<file path="src/rtl/down_timer.sv">
// Loadable down-counter with one-shot / periodic expiry, enable, and abort.
// count and tc are registered; load_ready, busy and done decode from the state register.
module down_timer #(
    parameter int WIDTH = 4
) (
    input  logic             clk,
    input  logic             rst,
    input  logic             load_valid,
    output logic             load_ready,
    input  logic [WIDTH-1:0] load_val,
    input  logic             auto_reload,
    input  logic             en,
    input  logic             abort,
    output logic [WIDTH-1:0] count,
    output logic             busy,
    output logic             done,
    output logic             tc
);

    typedef enum logic [1:0] {
        ST_IDLE = 2'd0,
        ST_RUN  = 2'd1,
        ST_DONE = 2'd2
    } state_t;

    state_t           r_state;
    state_t           w_state_next;
    logic [WIDTH-1:0] r_count;
    logic [WIDTH-1:0] w_count_next;
    logic [WIDTH-1:0] r_reload;
    logic [WIDTH-1:0] w_reload_next;
    logic             r_mode;
    logic             w_mode_next;
    logic             r_tc;
    logic             w_tc_next;
    logic             w_load_accept;
    logic             w_count_last;

    assign load_ready    = (r_state != ST_RUN);
    assign busy          = (r_state == ST_RUN);
    assign done          = (r_state == ST_DONE);
    assign count         = r_count;
    assign tc            = r_tc;

    assign w_load_accept = load_valid & load_ready;
    // count is never 0 in RUN, so "<= 1" means this enabled cycle expires the count.
    assign w_count_last  = (r_count <= WIDTH'(1));

    always_ff @(posedge clk) begin
        if (rst) begin
            r_state  <= ST_IDLE;
            r_count  <= '0;
            r_reload <= '0;
            r_mode   <= 1'b0;
            r_tc     <= 1'b0;
        end else begin
            r_state  <= w_state_next;
            r_count  <= w_count_next;
            r_reload <= w_reload_next;
            r_mode   <= w_mode_next;
            r_tc     <= w_tc_next;
        end
    end

    always_comb begin
        w_state_next  = r_state;
        w_count_next  = r_count;
        w_reload_next = r_reload;
        w_mode_next   = r_mode;
        w_tc_next     = 1'b0;

        if (w_load_accept) begin
            w_count_next  = load_val;
            w_reload_next = load_val;
            if (load_val == '0) begin
                // A zero load expires immediately and is always one-shot.
                w_mode_next  = 1'b0;
                w_tc_next    = 1'b1;
                w_state_next = ST_DONE;
            end else begin
                w_mode_next  = auto_reload;
                w_state_next = ST_RUN;
            end
        end else begin
            case (r_state)
                ST_RUN: begin
                    if (abort) begin
                        w_count_next = '0;
                        w_state_next = ST_IDLE;
                    end else if (en) begin
                        if (!w_count_last) begin
                            w_count_next = r_count - WIDTH'(1);
                        end else if (r_mode) begin
                            w_count_next = r_reload;
                            w_tc_next    = 1'b1;
                        end else begin
                            w_count_next = '0;
                            w_tc_next    = 1'b1;
                            w_state_next = ST_DONE;
                        end
                    end
                end
                ST_DONE: begin
                    if (abort) begin
                        w_state_next = ST_IDLE;
                    end
                end
                default: begin
                    w_state_next = ST_IDLE;
                    w_count_next = '0;
                end
            endcase
        end
    end

endmodule

</file>
<file path="config.mk">
export PLATFORM = sky130hd
export DESIGN_NAME = down_timer
export DESIGN_NICKNAME = d
export VERILOG_FILES = /design/src/rtl/down_timer.sv
export SDC_FILE = /design/constraint.sdc
export NUM_CORES = 1
export LEC_CHECK = 0
export CORE_MARGIN = 2
export CORE_UTILIZATION = 42
export CTS_BUF_LIST = sky130_fd_sc_hd__clkbuf_8
export CTS_CLUSTER_DIAMETER = 200
export DETAILED_ROUTE_END_ITERATION = 8
export DONT_BUFFER_PORTS = 1
export GPL_TIMING_DRIVEN = 0
export PLACE_DENSITY_LB_ADDON = 0.15
export SLEW_MARGIN = 5
export SYNTH_ARGS = -nofsm -noshare
export SYNTH_HDL_FRONTEND = slang
export SYNTH_SLANG_ARGS = --single-unit
</file>
<file path="constraint.sdc">
create_clock -name clk -period 2 [get_ports clk]
set_input_delay 0.2 -clock clk [delete_from_list [all_inputs] [get_ports clk]]
set_output_delay 0.2 -clock clk [all_outputs]
set_load 0.03 [all_outputs]
</file>
==> results.cfg, run 1 <==
[min_path]
hold_path_class = in -> reg
min_path_cells = 1
hold_path_end = count[2]$_SDFFE_PP0P_
min_from = rst

[synthesis]
synth_fp_nets = 91
ys_async_sr_fraction_pct = 0
syn-instance-count = 79
synthFlopType = dfxtp_1
synth-seq-cells = 12
syn-cell-area_sq_um = 678
yosysWarnings = 0
synth-edff-count = 0
synth.avg_cell_area_sq_um = 8.58
ys_seq_area_share_pct = 35.4
synth_cell_types = 36

[sta]
finClkSkew_ps = 2.29
timing.hold.ws_ps = 31.4
setup_viol = 0
slew_violations = 0
maxSlewHeadroom_pct = 67.1
timing.setup.tns_ps = 0
final_hold_viol_count = 0
worstMarginPinSlew_ps = 493
rsz0062_at_grt = false
post-route-period-util_pct = 92.4
period_needed_ps = 1850
max_freq_mhz = 541

[cts]
h-tree-depth = 1
clock_latency_ps = 240
clk_pin_slew_worst_paths_ps = 50
cts_tree = built
cts_buffer_depth = 2
cts.sink_count = 12
cts_root_buf = clkbuf_8
cts_made_buffers = 3

[placement]
dp_hpwl_um = 1100
post-place-cells = 95
portBuffers = 0
place_congestion = 0.865

[floorplanning]
die_w_um = 44.2
die_h_um = 44.2
die_area_sq_um = 1950
core_sq_um = 1510
initial_core_util_pct = 45.0
rows = 14
ios = 18

[worst_setup_path]
crit_type = reg -> reg
slowest_delay_ps = 450
ff2ff_path_depth = 7
critPathCaptureType = flop
timing.rr.end = count[3]$_SDFFE_PP0P_
r2r-start = count[1]$_SDFFE_PP0P_
crit_chain = inv_1 > ha_1 > or2_0 > buf_2 > a31o_2 > a31oi_1 > a311oi_2
r2r_slack_ps = 150
required_ps = 2100
cp_max_fo = 6
slowest_stage = dfxtp_2
arrival_ps = 1950
startpoint_type = flop

[global_route]
use_met3_pct = 9.39
use_met1_pct = 22.8
grt_max_degree = 11
use_met2_pct = 23.5
antenna_found_initial = 0
grt_pass1_vias = 525
grt_pass1_wl_um = 2460
overflow = 0
busiest_layer = met2
grt_use_total_pct = 17.9

[power]
powerDensity_nw_per_um2 = 877
p_leak_nw = 0.287
vdd_drop_max_uv = 627

[drt]
final_antenna_net_count = 0
route.detailed.drc = 0
dr.pass1.iters = 4
routedWlPerCell_um = 14.6
via_per_inst = 6.01
vias = 595
routed_wl_um = 1450
first_iter_violations = 13

[run]
maxCapViolations = 0

[cells_and_area]
antenna_cells = 0
stdcell_count = 99
drive_gt1_share_pct = 18.1
layout.nets = 96
fill_cells = 147
areaGrowthSynthToFinish_pct = 11.8
final_cell_mix = nand2_1 (10), dfxtp_1 (10), nor2_1 (8), a21oi_1 (7), clkbuf_8 (4)
utilization_pct = 50.3

[outcome]
outcome = finished, final reports clean
[layer usage]
layer  part of all wire [%]  wire (um)  vias up
met5                      0          0        -
met4                    2.4         35        0
met3                    6.8         98        5
met2                     43        628       16
met1                     47        684      271
li1                       -          -      303
[how the worst max path moves through the flow]
stage / cells after the start / from / to
after global placement: 7 / count[0]$_SDFFE_PP0P_ / count[3]$_SDFFE_PP0P_
after global routing: 7 / count[1]$_SDFFE_PP0P_ / count[3]$_SDFFE_PP0P_
after floorplan: 7 / count[0]$_SDFFE_PP0P_ / count[3]$_SDFFE_PP0P_
after detailed placement: 7 / count[0]$_SDFFE_PP0P_ / count[3]$_SDFFE_PP0P_
after CTS: 7 / count[0]$_SDFFE_PP0P_ / count[3]$_SDFFE_PP0P_
final: 7 / count[1]$_SDFFE_PP0P_ / count[3]$_SDFFE_PP0P_
[stage by stage]
stage | total power, mW | area, sq um | worst slack [ps]
after CTS | 0.677 | 756 | 119
after detailed placement | 0.410 | 698 | -38.7
after floorplan | 0.388 | 678 | 128
after global routing | 0.710 | 758 | 35.4
final | 0.665 | 758 | 152
after global placement | 0.410 | 698 | 1.06
[state kept, by name, indices dropped and copies added, names as in the netlist]
name / count
r_state: 2
tc: 1
r_reload: 4
count: 4
r_mode: 1
[synthesized netlist by cell type (all sizes together) (2+ instances only)]
library cell  count  area (sq um)
dfxtp            12           240
inv               3          11.3
a311oi            4          41.3
nor4              2          18.8
nor3              3          15.0
nand2            10          37.5
o21ai             2          10.0
and4              2          17.5
a31oi             2          12.5
nor2              8          30.0
nor3b             4          46.3
a21oi             8          43.8
ha                2          25.0
[critical path: cells and delay by family (launching register included)]
family	cells	cell delay, ps
flip-flops	1	450
buffers and inverters	2	240
AND/OR/NAND/NOR	1	210
AO/OA/AOI/OAI	3	560
adder cells (fa/ha/maj)	1	230
[power by group]
group | internal (mW) | switching [mW]
clock | 0.174 | 0.0851
combinational | 0.0454 | 0.0669
sequential | 0.257 | 0.0367
[area by class of cell]
cell class / instances / area, sq um / share of cell area, %
sequential: 12 / 245 / 32.3
tap: 16 / 20.0 / 2.64
multi-input combinational: 62 / 418 / 55.1
buffer: 2 / 8.76 / 1.16
inverter: 3 / 11.3 / 1.49
clock buffer: 4 / 55.1 / 7.26
[logic make-up after synthesis]
family                     share of synthesized area, %
xor gates and xnor gates                           1.29
DFF                                                35.4
adders and majority gates                          3.69
and+or+nand+nor                                    29.5
buffers and inverters                              2.95
AOI/OAI and AO/OA                                  27.1
[what timing repair did]
action | in CTS | in global routing
setup buffers | 0 | 0
setup endpoints to repair | 1 | 1
hold endpoints to repair | 0 | 0
hold buffers | 0 | 0
gates resized for setup | 2 | 1
(Power assumes the default switching activity.)
==> inputs of run 2 (changes only) <==
--- a/config.mk
+++ b/config.mk
@@ -12,7 +12,7 @@
 export DETAILED_ROUTE_END_ITERATION = 8
 export DONT_BUFFER_PORTS = 1
 export GPL_TIMING_DRIVEN = 0
-export PLACE_DENSITY_LB_ADDON = 0.15
+export REMOVE_ABC_BUFFERS = 1
 export SLEW_MARGIN = 5
 export SYNTH_ARGS = -nofsm -noshare
 export SYNTH_HDL_FRONTEND = slang
==> results.cfg, run 2 (synthesis gave the netlist of run 1 again) <==
[cts]
h-tree-depth = 1
clk_pin_slew_worst_paths_ps = 50
cts_root_buf = clkbuf_8
cts.sink_count = 12
cts_buffer_depth = 2
cts_made_buffers = 3
cts_tree = built
clock_latency_ps = 240

[cells_and_area]
register_area_sq_um = 243
areaGrowthSynthToFinish_pct = 10.1
layout.nets = 94
multiInputGateArea_sq_um = 418
stdcell_count = 97
antenna_cells = 0
fill_cells = 140
utilization_pct = 49.6
final_cell_mix = nand2_1 (10), dfxtp_1 (10), nor2_1 (8), a21oi_1 (7), clkbuf_8 (4)
drive_gt1_share_pct = 17.3

[sta]
maxSlewHeadroom_pct = 67.4
worstMarginPinSlew_ps = 488
max_freq_mhz = 537
post-route-period-util_pct = 93.2
period_needed_ps = 1860
finClkSkew_ps = 3.15
rsz0062_at_grt = false
timing.setup.tns_ps = 0
slew_violations = 0
final_hold_viol_count = 0
setup_viol = 0

[placement]
place_congestion = 0.838
post-place-cells = 93
portBuffers = 0
dp_hpwl_um = 1140

[global_route]
grt_max_degree = 13
overflow = 0
grt_pass1_wl_um = 2500
grt_use_total_pct = 18.0
grt_pass1_vias = 546
antenna_found_initial = 0

[worst_setup_path]
critPathCaptureType = flop
startpoint_type = flop
cp_max_fo = 7
required_ps = 2100
arrival_ps = 1960
crit_type = reg -> reg

[drt]
first_iter_violations = 10
route.detailed.drc = 0
vias = 583
final_antenna_net_count = 0
dr.pass1.iters = 4
routed_wl_um = 1480
via_per_inst = 6.01
routedWlPerCell_um = 15.3

[outcome]
outcome = finished, final reports clean

[floorplanning]
die_w_um = 44.2
initial_core_util_pct = 45.0
ios = 18
die_h_um = 44.2
core_sq_um = 1510
rows = 14
die_area_sq_um = 1950

[power]
total_power_uw = 663
vdd_drop_max_uv = 574
powerDensity_nw_per_um2 = 887
p_leak_nw = 0.283

[min_path]
hold_path_class = in -> reg

[run]
maxCapViolations = 0
[run 2: cell count changes in the layout (fill, tap and decap cells not counted), sizes merged]
cell,delta
clkbuf,-1
buf,-1
[run 2: per-layer routing]
layer  track usage, %  share of wire (%)  routed length [um]
met3             9.80                8.3                 123
met2             26.8                 45                 673
met5                0                  0                   0
met4             9.09                1.7                  25
met1             20.9                 44                 658
[run 2: worst max-delay path: stages, from the launching register on]
cell,delay (ps)
dfxtp_2,480
inv_1,70
ha_1,250
or2_0,320
a31o_2,280
a31oi_1,200
a311oi_2,120
[run 2: per-stage QoR]
stage | hold slack, ps | instance area (sq um) | setup slack (ps)
after floorplan | 268 | 669 | 156
after global placement | 272 | 689 | 4.08
after detailed placement | 273 | 689 | -25.7
after CTS | 13.4 | 747 | 132
after global routing | 2.10 | 747 | 32.2
final | 16.7 | 747 | 137
[run 2: report_power, final]
group,internal (mW),switching (mW),leakage [nW]
Combinational,0.0430,0.0642,0.155
Clock,0.174,0.0877,0.0288
Sequential,0.257,0.0367,0.0993
[run 2: worst paths after layout]
check | from | to | slack (ps) | cells after the start
min reg2reg | r_reload[0]$_SDFFE_PP0P_ | r_reload[0]$_SDFFE_PP0P_ | 450 | 2
max | count[0]$_SDFFE_PP0P_ | count[3]$_SDFFE_PP0P_ | 140 | 6
min | rst | count[0]$_SDFFE_PP0P_ | 20 | 1
max reg2reg | count[0]$_SDFFE_PP0P_ | count[3]$_SDFFE_PP0P_ | 140 | 6
[run 2: area by class of cell]
type / count / area share (%)
multi-input combinational: 62 / 55.9
sequential: 12 / 32.5
clock buffer: 4 / 7.37
tap: 16 / 2.68
inverter: 3 / 1.51
[run 2: timing repair]
action | in CTS | in global routing
gates resized for setup | 2 | 0
buffers inserted | 0 | 0
endpoints found under the setup margin | 1 | 0
hold buffers | 0 | 0
